### src/rtl/fg_input_conditioner_if.sv
// Fast-gate conditioner bus: enable and raw opto input toward the
// conditioner, conditioned level/edge and measurement results back out.
interface fg_input_conditioner_if #(
   parameter int PERIOD_WIDTH = 24
);
   logic                    enable;
   logic                    fg_opto;
   logic                    fg_level;
   logic                    fg_rise;
   logic [PERIOD_WIDTH-1:0] fg_period;
   logic [PERIOD_WIDTH-1:0] fg_width;
   logic                    fg_locked;
   logic                    fg_lost;

   // Side that supplies the gate and consumes the conditioned results.
   modport master (
      output enable,
      output fg_opto,
      input  fg_level,
      input  fg_rise,
      input  fg_period,
      input  fg_width,
      input  fg_locked,
      input  fg_lost
   );

   // The conditioner itself.
   modport slave (
      input  enable,
      input  fg_opto,
      output fg_level,
      output fg_rise,
      output fg_period,
      output fg_width,
      output fg_locked,
      output fg_lost
   );
endinterface

### src/rtl/fg_input_conditioner.sv
// Fast-gate input conditioner: synchronizes and glitch-filters the raw opto
// line, emits a clean level and rise pulse, measures gate period and high
// time, and declares frequency lock once consecutive periods agree.
module fg_input_conditioner #(
   parameter int SYNC_STAGES   = 2,
   parameter int FILTER_CYCLES = 8,
   parameter int PERIOD_WIDTH  = 24,
   parameter int PERIOD_TOL    = 2000,
   parameter int LOCK_COUNT    = 3
) (
   input logic                   clock,
   input logic                   reset_signal,
   fg_input_conditioner_if.slave bus
);

   localparam int FCNT_W = (FILTER_CYCLES > 1) ? $clog2(FILTER_CYCLES) : 1;
   localparam int MCNT_W = (LOCK_COUNT > 0) ? $clog2(LOCK_COUNT + 1) : 1;

   localparam logic [FCNT_W-1:0]       FCNT_LAST   = FCNT_W'(FILTER_CYCLES - 1);
   localparam logic [MCNT_W-1:0]       MATCH_LOCK  = MCNT_W'(LOCK_COUNT);
   localparam logic [PERIOD_WIDTH-1:0] CNT_MAX     = '1;
   localparam logic [PERIOD_WIDTH-1:0] CNT_ONE     = PERIOD_WIDTH'(1);
   localparam logic [PERIOD_WIDTH:0]   TOL_EXT     = (PERIOD_WIDTH + 1)'(PERIOD_TOL);
   localparam logic [PERIOD_WIDTH:0]   TIMEOUT_OFS = (PERIOD_WIDTH + 1)'(PERIOD_TOL + 1);

   typedef enum logic [2:0] {
      ST_IDLE,
      ST_ACQUIRE,
      ST_SEED,
      ST_MEASURE,
      ST_LOCKED
   } state_t;

   // ------------------------------------------------------------------
   // Registers
   // ------------------------------------------------------------------
   logic [SYNC_STAGES-1:0]  sync_reg;
   logic [FCNT_W-1:0]       fcnt_reg;
   logic                    level_reg;
   logic                    rise_reg;

   logic [PERIOD_WIDTH-1:0] wcnt_reg;
   logic [PERIOD_WIDTH-1:0] width_reg;

   state_t                  state_reg;
   logic [PERIOD_WIDTH-1:0] pcnt_reg;
   logic [PERIOD_WIDTH-1:0] ref_reg;
   logic [PERIOD_WIDTH-1:0] period_reg;
   logic [MCNT_W-1:0]       match_cnt_reg;
   logic                    locked_reg;
   logic                    lost_reg;

   // ------------------------------------------------------------------
   // Combinational helpers
   // ------------------------------------------------------------------
   logic                    sync_bit;
   logic                    level_fall;
   logic [PERIOD_WIDTH-1:0] wcnt_cur;
   logic                    pcnt_sat;
   logic [PERIOD_WIDTH-1:0] pcnt_inc;
   logic [PERIOD_WIDTH:0]   pcnt_ext;
   logic [PERIOD_WIDTH:0]   ref_ext;
   logic [PERIOD_WIDTH:0]   period_diff;
   logic                    period_match;
   logic                    timeout_hit;
   logic [MCNT_W-1:0]       match_inc;
   logic                    pcnt_running;

   assign sync_bit = sync_reg[SYNC_STAGES-1];

   // The filter is about to clear the level: this is the last high cycle.
   assign level_fall = level_reg && !sync_bit && (fcnt_reg == FCNT_LAST);

   // High-time count including the current cycle; the rise cycle counts as 1.
   assign wcnt_cur = rise_reg ? CNT_ONE
                   : ((wcnt_reg == CNT_MAX) ? CNT_MAX : wcnt_reg + 1'b1);

   assign pcnt_sat = (pcnt_reg == CNT_MAX);
   assign pcnt_inc = pcnt_sat ? CNT_MAX : pcnt_reg + 1'b1;

   // Period comparison is done one bit wider so the subtraction cannot wrap.
   assign pcnt_ext     = {1'b0, pcnt_reg};
   assign ref_ext      = {1'b0, ref_reg};
   assign period_diff  = (pcnt_ext >= ref_ext) ? (pcnt_ext - ref_ext) : (ref_ext - pcnt_ext);
   assign period_match = (period_diff <= TOL_EXT);

   // A locked gate that has gone quiet past the tolerance window is lost.
   assign timeout_hit = (pcnt_ext == ref_ext + TIMEOUT_OFS);

   assign match_inc = match_cnt_reg + 1'b1;

   assign pcnt_running = (state_reg == ST_SEED) || (state_reg == ST_MEASURE)
                      || (state_reg == ST_LOCKED);

   // ------------------------------------------------------------------
   // Input synchronizer: shift the raw opto line through SYNC_STAGES flops.
   // ------------------------------------------------------------------
   always_ff @(posedge clock or negedge reset_signal) begin
      if (!reset_signal) begin
         sync_reg <= '0;
      end else begin
         sync_reg <= {sync_reg[SYNC_STAGES-2:0], bus.fg_opto};
      end
   end

   // ------------------------------------------------------------------
   // Glitch filter: toggle the level after FILTER_CYCLES disagreeing samples.
   // Runs regardless of enable so the level always tracks the input.
   // ------------------------------------------------------------------
   always_ff @(posedge clock or negedge reset_signal) begin
      if (!reset_signal) begin
         fcnt_reg  <= '0;
         level_reg <= 1'b0;
         rise_reg  <= 1'b0;
      end else begin
         rise_reg <= 1'b0;
         if (sync_bit != level_reg) begin
            if (fcnt_reg == FCNT_LAST) begin
               fcnt_reg  <= '0;
               level_reg <= sync_bit;
               rise_reg  <= sync_bit;
            end else begin
               fcnt_reg <= fcnt_reg + 1'b1;
            end
         end else begin
            fcnt_reg <= '0;
         end
      end
   end

   // ------------------------------------------------------------------
   // High-time measurement: count while level is high, capture on the fall.
   // ------------------------------------------------------------------
   always_ff @(posedge clock or negedge reset_signal) begin
      if (!reset_signal) begin
         wcnt_reg  <= '0;
         width_reg <= '0;
      end else if (!bus.enable) begin
         wcnt_reg  <= '0;
         width_reg <= '0;
      end else begin
         if (level_reg) begin
            wcnt_reg <= wcnt_cur;
         end
         if (level_fall) begin
            width_reg <= wcnt_cur;
         end
      end
   end

   // ------------------------------------------------------------------
   // Lock FSM with the period counter and all registered lock outputs.
   // A rise is always evaluated first, so a rise landing on the timeout
   // threshold is judged as a period rather than as a missing pulse.
   // ------------------------------------------------------------------
   always_ff @(posedge clock or negedge reset_signal) begin
      if (!reset_signal) begin
         state_reg     <= ST_IDLE;
         pcnt_reg      <= '0;
         ref_reg       <= '0;
         period_reg    <= '0;
         match_cnt_reg <= '0;
         locked_reg    <= 1'b0;
         lost_reg      <= 1'b0;
      end else if (!bus.enable) begin
         state_reg     <= ST_IDLE;
         pcnt_reg      <= '0;
         ref_reg       <= '0;
         period_reg    <= '0;
         match_cnt_reg <= '0;
         locked_reg    <= 1'b0;
         lost_reg      <= 1'b0;
      end else begin
         lost_reg <= 1'b0;

         // Rise-to-rise counter: 1 in the cycle after a rise, saturating.
         if (rise_reg) begin
            pcnt_reg <= CNT_ONE;
         end else if (pcnt_running) begin
            pcnt_reg <= pcnt_inc;
         end else begin
            pcnt_reg <= '0;
         end

         case (state_reg)
            ST_IDLE: begin
               locked_reg <= 1'b0;
               state_reg  <= ST_ACQUIRE;
            end

            ST_ACQUIRE: begin
               locked_reg <= 1'b0;
               if (rise_reg) begin
                  state_reg <= ST_SEED;
               end
            end

            ST_SEED: begin
               if (rise_reg) begin
                  state_reg     <= ST_MEASURE;
                  ref_reg       <= pcnt_reg;
                  period_reg    <= pcnt_reg;
                  match_cnt_reg <= '0;
               end else if (pcnt_sat) begin
                  state_reg     <= ST_ACQUIRE;
                  match_cnt_reg <= '0;
               end
            end

            ST_MEASURE: begin
               if (rise_reg) begin
                  period_reg <= pcnt_reg;
                  ref_reg    <= pcnt_reg;
                  if (period_match) begin
                     match_cnt_reg <= match_inc;
                     if (match_inc == MATCH_LOCK) begin
                        state_reg  <= ST_LOCKED;
                        locked_reg <= 1'b1;
                     end
                  end else begin
                     match_cnt_reg <= '0;
                  end
               end else if (pcnt_sat) begin
                  state_reg     <= ST_ACQUIRE;
                  match_cnt_reg <= '0;
               end
            end

            ST_LOCKED: begin
               if (rise_reg) begin
                  period_reg <= pcnt_reg;
                  ref_reg    <= pcnt_reg;
                  if (!period_match) begin
                     lost_reg      <= 1'b1;
                     locked_reg    <= 1'b0;
                     match_cnt_reg <= '0;
                     state_reg     <= ST_MEASURE;
                  end
               end else if (timeout_hit || pcnt_sat) begin
                  // Saturation also ends lock so a reference near full scale
                  // whose threshold is unreachable cannot hold lock forever.
                  lost_reg      <= 1'b1;
                  locked_reg    <= 1'b0;
                  match_cnt_reg <= '0;
                  state_reg     <= ST_ACQUIRE;
               end
            end

            default: begin
               state_reg  <= ST_IDLE;
               locked_reg <= 1'b0;
            end
         endcase
      end
   end

   // ------------------------------------------------------------------
   // Outputs are driven straight from registers.
   // ------------------------------------------------------------------
   assign bus.fg_level  = level_reg;
   assign bus.fg_rise   = rise_reg;
   assign bus.fg_period = period_reg;
   assign bus.fg_width  = width_reg;
   assign bus.fg_locked = locked_reg;
   assign bus.fg_lost   = lost_reg;

endmodule

### src/flat_wrapper.sv
// flat-port wrapper written by rule: the top's interface ports become plain ports
module fg_input_conditioner_flat 
#(
   parameter int SYNC_STAGES   = 2,
   parameter int FILTER_CYCLES = 8,
   parameter int PERIOD_WIDTH  = 24,
   parameter int PERIOD_TOL    = 2000,
   parameter int LOCK_COUNT    = 3
)
  (clock, reset_signal, bus_enable, bus_fg_opto, bus_fg_level, bus_fg_rise, bus_fg_period, bus_fg_width, bus_fg_locked, bus_fg_lost);
  fg_input_conditioner_if #(.PERIOD_WIDTH(PERIOD_WIDTH)) bus_i ();
  input logic clock;
  input logic reset_signal;
  input wire logic [$bits(bus_i.enable)-1:0] bus_enable;
  input wire logic [$bits(bus_i.fg_opto)-1:0] bus_fg_opto;
  output wire logic [$bits(bus_i.fg_level)-1:0] bus_fg_level;
  output wire logic [$bits(bus_i.fg_rise)-1:0] bus_fg_rise;
  output wire logic [$bits(bus_i.fg_period)-1:0] bus_fg_period;
  output wire logic [$bits(bus_i.fg_width)-1:0] bus_fg_width;
  output wire logic [$bits(bus_i.fg_locked)-1:0] bus_fg_locked;
  output wire logic [$bits(bus_i.fg_lost)-1:0] bus_fg_lost;
  assign bus_i.enable = bus_enable;
  assign bus_i.fg_opto = bus_fg_opto;
  assign bus_fg_level = bus_i.fg_level;
  assign bus_fg_rise = bus_i.fg_rise;
  assign bus_fg_period = bus_i.fg_period;
  assign bus_fg_width = bus_i.fg_width;
  assign bus_fg_locked = bus_i.fg_locked;
  assign bus_fg_lost = bus_i.fg_lost;
  fg_input_conditioner #(.SYNC_STAGES(SYNC_STAGES), .FILTER_CYCLES(FILTER_CYCLES), .PERIOD_WIDTH(PERIOD_WIDTH), .PERIOD_TOL(PERIOD_TOL), .LOCK_COUNT(LOCK_COUNT)) u_core (.clock(clock), .reset_signal(reset_signal), .bus(bus_i));
endmodule
### config.mk
export PLATFORM = sky130hd
export DESIGN_NAME = fg_input_conditioner_flat
export DESIGN_NICKNAME = d
export VERILOG_FILES = /design/src/rtl/fg_input_conditioner_if.sv /design/src/rtl/fg_input_conditioner.sv /design/src/flat_wrapper.sv
export SDC_FILE = /design/constraint.sdc
export NUM_CORES = 1
export LEC_CHECK = 0
export ABC_AREA = 1
export BUFFER_PORTS_ARGS = -buffer_cell sky130_fd_sc_hd__buf_4
export CORE_MARGIN = 8
export CORE_UTILIZATION = 40
export CTS_BUF_LIST = sky130_fd_sc_hd__clkbuf_8
export CTS_CLUSTER_SIZE = 30
export DETAILED_ROUTE_END_ITERATION = 12
export SLEW_MARGIN = 20
export SYNTH_ARGS = -nofsm -noshare
export SYNTH_HDL_FRONTEND = slang
export SYNTH_SLANG_ARGS = --single-unit
### constraint.sdc
create_clock -name clock -period 4.97 [get_ports clock]
set_input_delay 1.2425 -clock clock [delete_from_list [all_inputs] [get_ports clock]]
set_output_delay 1.2425 -clock clock [all_outputs]
set_load 0.02 [all_outputs]
==> qor.txt <==
status: completed
clk_skew: 12.5 ps
Starting DRT DRC Count: 460
R2R setup slack: 1570 ps
crit share post-route: 68.4%
clock sink count: 110
IO Pins: 56
Netlist cell types: 47
Final Hold Vio Count: 0
CTS root buf: clkbuf_8
Inserted Clock Buffers: 9
Syn Inst Count: 1500
Mapped Avg Cell Area: 6.46 um^2
antenna violations before repair: 0
CP Capture Point: u_core.state_reg[0]
CP required: 5250 ps
crit path from: u_core.ref_reg[11]
unrepaired setup endpoints after global routing: false
class of the most critical setup path: flop to flop
via count of the first global-routing pass: 9269
crit-path max FO: 19
Logic pwr share: 28.9%
cell-internal power: 1.30 mW
Routed Antenna Nets: 0
clock slew at reported path FFs: 110 ps
post-layout minimum cycle time: 3400 ps
Worst VDD drop: 0.189 mV
Sw Ratio: 36.8%
Die X: 172 um
H-tree levels: 3
Die H: 172 um
Detailed Route WL: 28100 um
depth of the worst register-to-register path: 21
pwr dens: 195 nW/um^2
share of cells above drive strength 1: 8.90%
synth warn: 0
Area Overhead vs Synth: 9.07%
Port Buffers: 55
worst hold path stage count: 0
post-synthesis sequential area ratio: 28.4%
first-pass GRT wire length: 46900 um
fmax: 294 MHz
EDFF count, synth: 0
Post-CTS Hold Buffers: 0
Clock Power Share: 25.4%
drt pass-1 iters: 5
Routed wire per std cell: 15.1 um
setup violators final: 0
Critical Path End Type: flop
relative slew slack: 51.5%
Post-CTS Setup Bufs: 0
share of synthesized flip-flops with an asynchronous set or reset: 100%
cell area after synthesis: 9690 um^2
total global routing overflow: 0
insertion delay to the later sink of the worst-skew pair: 390 ps
post-synthesis sequential element count: 110
final number of max-transition violations: 0
max_cap viols: 0
syn_nets: 1559
Resized cells post-CTS: 0
Cell Rows: 57
largest net degree at the start of global routing: 49
Starting Density: 40.3%
core area: 24000 um^2
Crit Reg-Reg Endpoint: u_core.state_reg[0]
Final Net Count: 1595
Leak: 5.65 nW
Diodes inserted: 0
worst hold path type: flop to flop
DRC viols: 0
drt via density: 5.02
CTS tree: done
Crit Reg-Reg Startpoint: u_core.ref_reg[11]
die area: 29400 um^2
fin util: 44.0%
setup_tns: 0 ps
Fillers: 2578
Startpoint Class: flop
clock tree buffer depth: 2
Final HPWL DP: 22600 um
routability cong.: 0.934
worst slew pin tran: 726 ps
Vias: 9355
Seq pwr share: 45.7%
CP arrival: 3680 ps
Overall Global Routing Usage: 19.8%
total net switching power: 758 uW
Primary FF master, synth: dfrtp_1
## cells in the mapped netlist (2+ instances only)
cell | number | area share (%)
nand3b_1 | 2 | 0.15
buf_6 | 2 | 0.23
o21ai_0 | 112 | 5.8
a21oi_1 | 66 | 3.4
nor2_2 | 10 | 0.65
nand4_1 | 28 | 1.8
ha_1 | 55 | 7.1
o21bai_1 | 7 | 0.54
or2_2 | 5 | 0.32
xor2_1 | 64 | 5.8
clkbuf_1 | 25 | 0.97
nor2_8 | 2 | 0.41
inv_1 | 221 | 8.6
nor2_4 | 5 | 0.58
buf_2 | 2 | 0.10
inv_2 | 8 | 0.31
nand3_1 | 106 | 5.5
clkinv_1 | 2 | 0.078
a31oi_1 | 2 | 0.13
buf_1 | 3 | 0.12
nand3_2 | 5 | 0.52
nand2_1 | 487 | 19
and3_1 | 2 | 0.13
nor2_1 | 87 | 3.4
xnor2_1 | 14 | 1.3
nor3_1 | 21 | 1.1
nand2_4 | 4 | 0.47
o21ai_1 | 3 | 0.15
nor4_1 | 8 | 0.52
buf_4 | 2 | 0.15
nand2_2 | 15 | 0.97
dfrtp_1 | 110 | 28
## logic make-up after synthesis
family	synth area share (%)
and+or+nand+nor	36.0
buffers and inverters	10.6
AOI/OAI and AO/OA	10.5
DFF	28.4
adders and majority gates	7.11
xor gates and xnor gates	7.29
## stage by stage
stage / cell area, um^2 / power (mW) / setup WS [ps] / hold WS, ps / std cells
floorplan: 9690 / 1.39 / 2090 / 331 / 1500
global placement: 10400 / 1.55 / 1400 / 336 / 1849
detailed placement: 10400 / 1.56 / 1590 / 341 / 1849
CTS: 10600 / 2.09 / 1570 / 367 / 1864
global route: 10600 / 2.20 / 1200 / 371 / 1864
finish: 10600 / 2.06 / 1570 / 367 / 1864
## worst min-delay path by stage
stage | start | to | slack, ps
floorplan | u_core.sync_reg[0] | u_core.sync_reg[1] | 330
global placement | u_core.sync_reg[0] | u_core.sync_reg[1] | 340
detailed placement | u_core.sync_reg[0] | u_core.sync_reg[1] | 340
CTS | u_core.sync_reg[0] | u_core.sync_reg[1] | 370
global route | u_core.sync_reg[0] | u_core.sync_reg[1] | 370
finish | u_core.sync_reg[0] | u_core.sync_reg[1] | 370
## per-layer routing
metal / wire [um] / vias to the layer above / track usage (%)
li1: - / 4790 / -
met1: 12800 / 4313 / 25.2
met2: 13200 / 202 / 33.9
met3: 1220 / 50 / 2.07
met4: 861 / 0 / 7.86
met5: 0 / - / 0
## area by class of cell
class,count,area (um^2),share of cell area [%]
flip-flops and latches,110,2750,26.1
clock buffers,10,138,1.30
multi-input cells,1123,5900,55.9
well taps,324,405,3.84
repair buffers,60,450,4.26
clock inverters,5,42.5,0.403
inverters,232,872,8.26
## cells in the final DEF (no fill, tap or decap), types with 2 or more instances in the layout
cell / n
or2_2: 5
nand3b_1: 2
clkinv_1: 2
xnor2_1: 14
nor3_1: 21
nor2_8: 2
clkbuf_8: 10
a31oi_1: 2
nand2_4: 4
nand2_1: 487
buf_4: 60
nor4_1: 8
clkinv_2: 2
xor2_1: 64
nor2_1: 87
inv_1: 219
nand2_2: 15
nand3_2: 5
dfrtp_1: 110
a21oi_1: 66
nor2_2: 10
nand4_1: 28
nand3_1: 106
o21bai_1: 7
and3_1: 2
ha_1: 55
inv_2: 10
clkinv_4: 2
nor2_4: 5
o21ai_0: 112
o21ai_1: 3
## power groups by stage
| stage | Clock, mW | Sequential, mW | Combinational [mW] |
|---|---|---|---|
| 6_report | 0.524 | 0.941 | 0.596 |
| 5_1_grt | 0.571 | 0.944 | 0.681 |
| 4_1_cts | 0.546 | 0.941 | 0.602 |
| 3_5_place_dp | 0 | 0.959 | 0.599 |
| 3_3_place_gp | 0 | 0.958 | 0.594 |
| 2_1_floorplan | 0 | 0.959 | 0.432 |
## critical path, cell delays in order (launching register included)
cell and delay (ps):
dfrtp_1 520, inv_1 120, ha_1 460, nand2_2 180, inv_2 50, nand2_1 60
nand2_1 80, nand2_1 110, nand2_1 80, nand2_1 100, nand3_2 120, nor2_8 270
nand2_1 120, nand2_1 80, nand2_1 50, a21oi_1 120, nand2_1 100, nor2_4 200
nand3_1 120, nand2_1 120, nand2_1 70, a21o_1 150
Note: power is estimated with default switching activity, not from simulation.
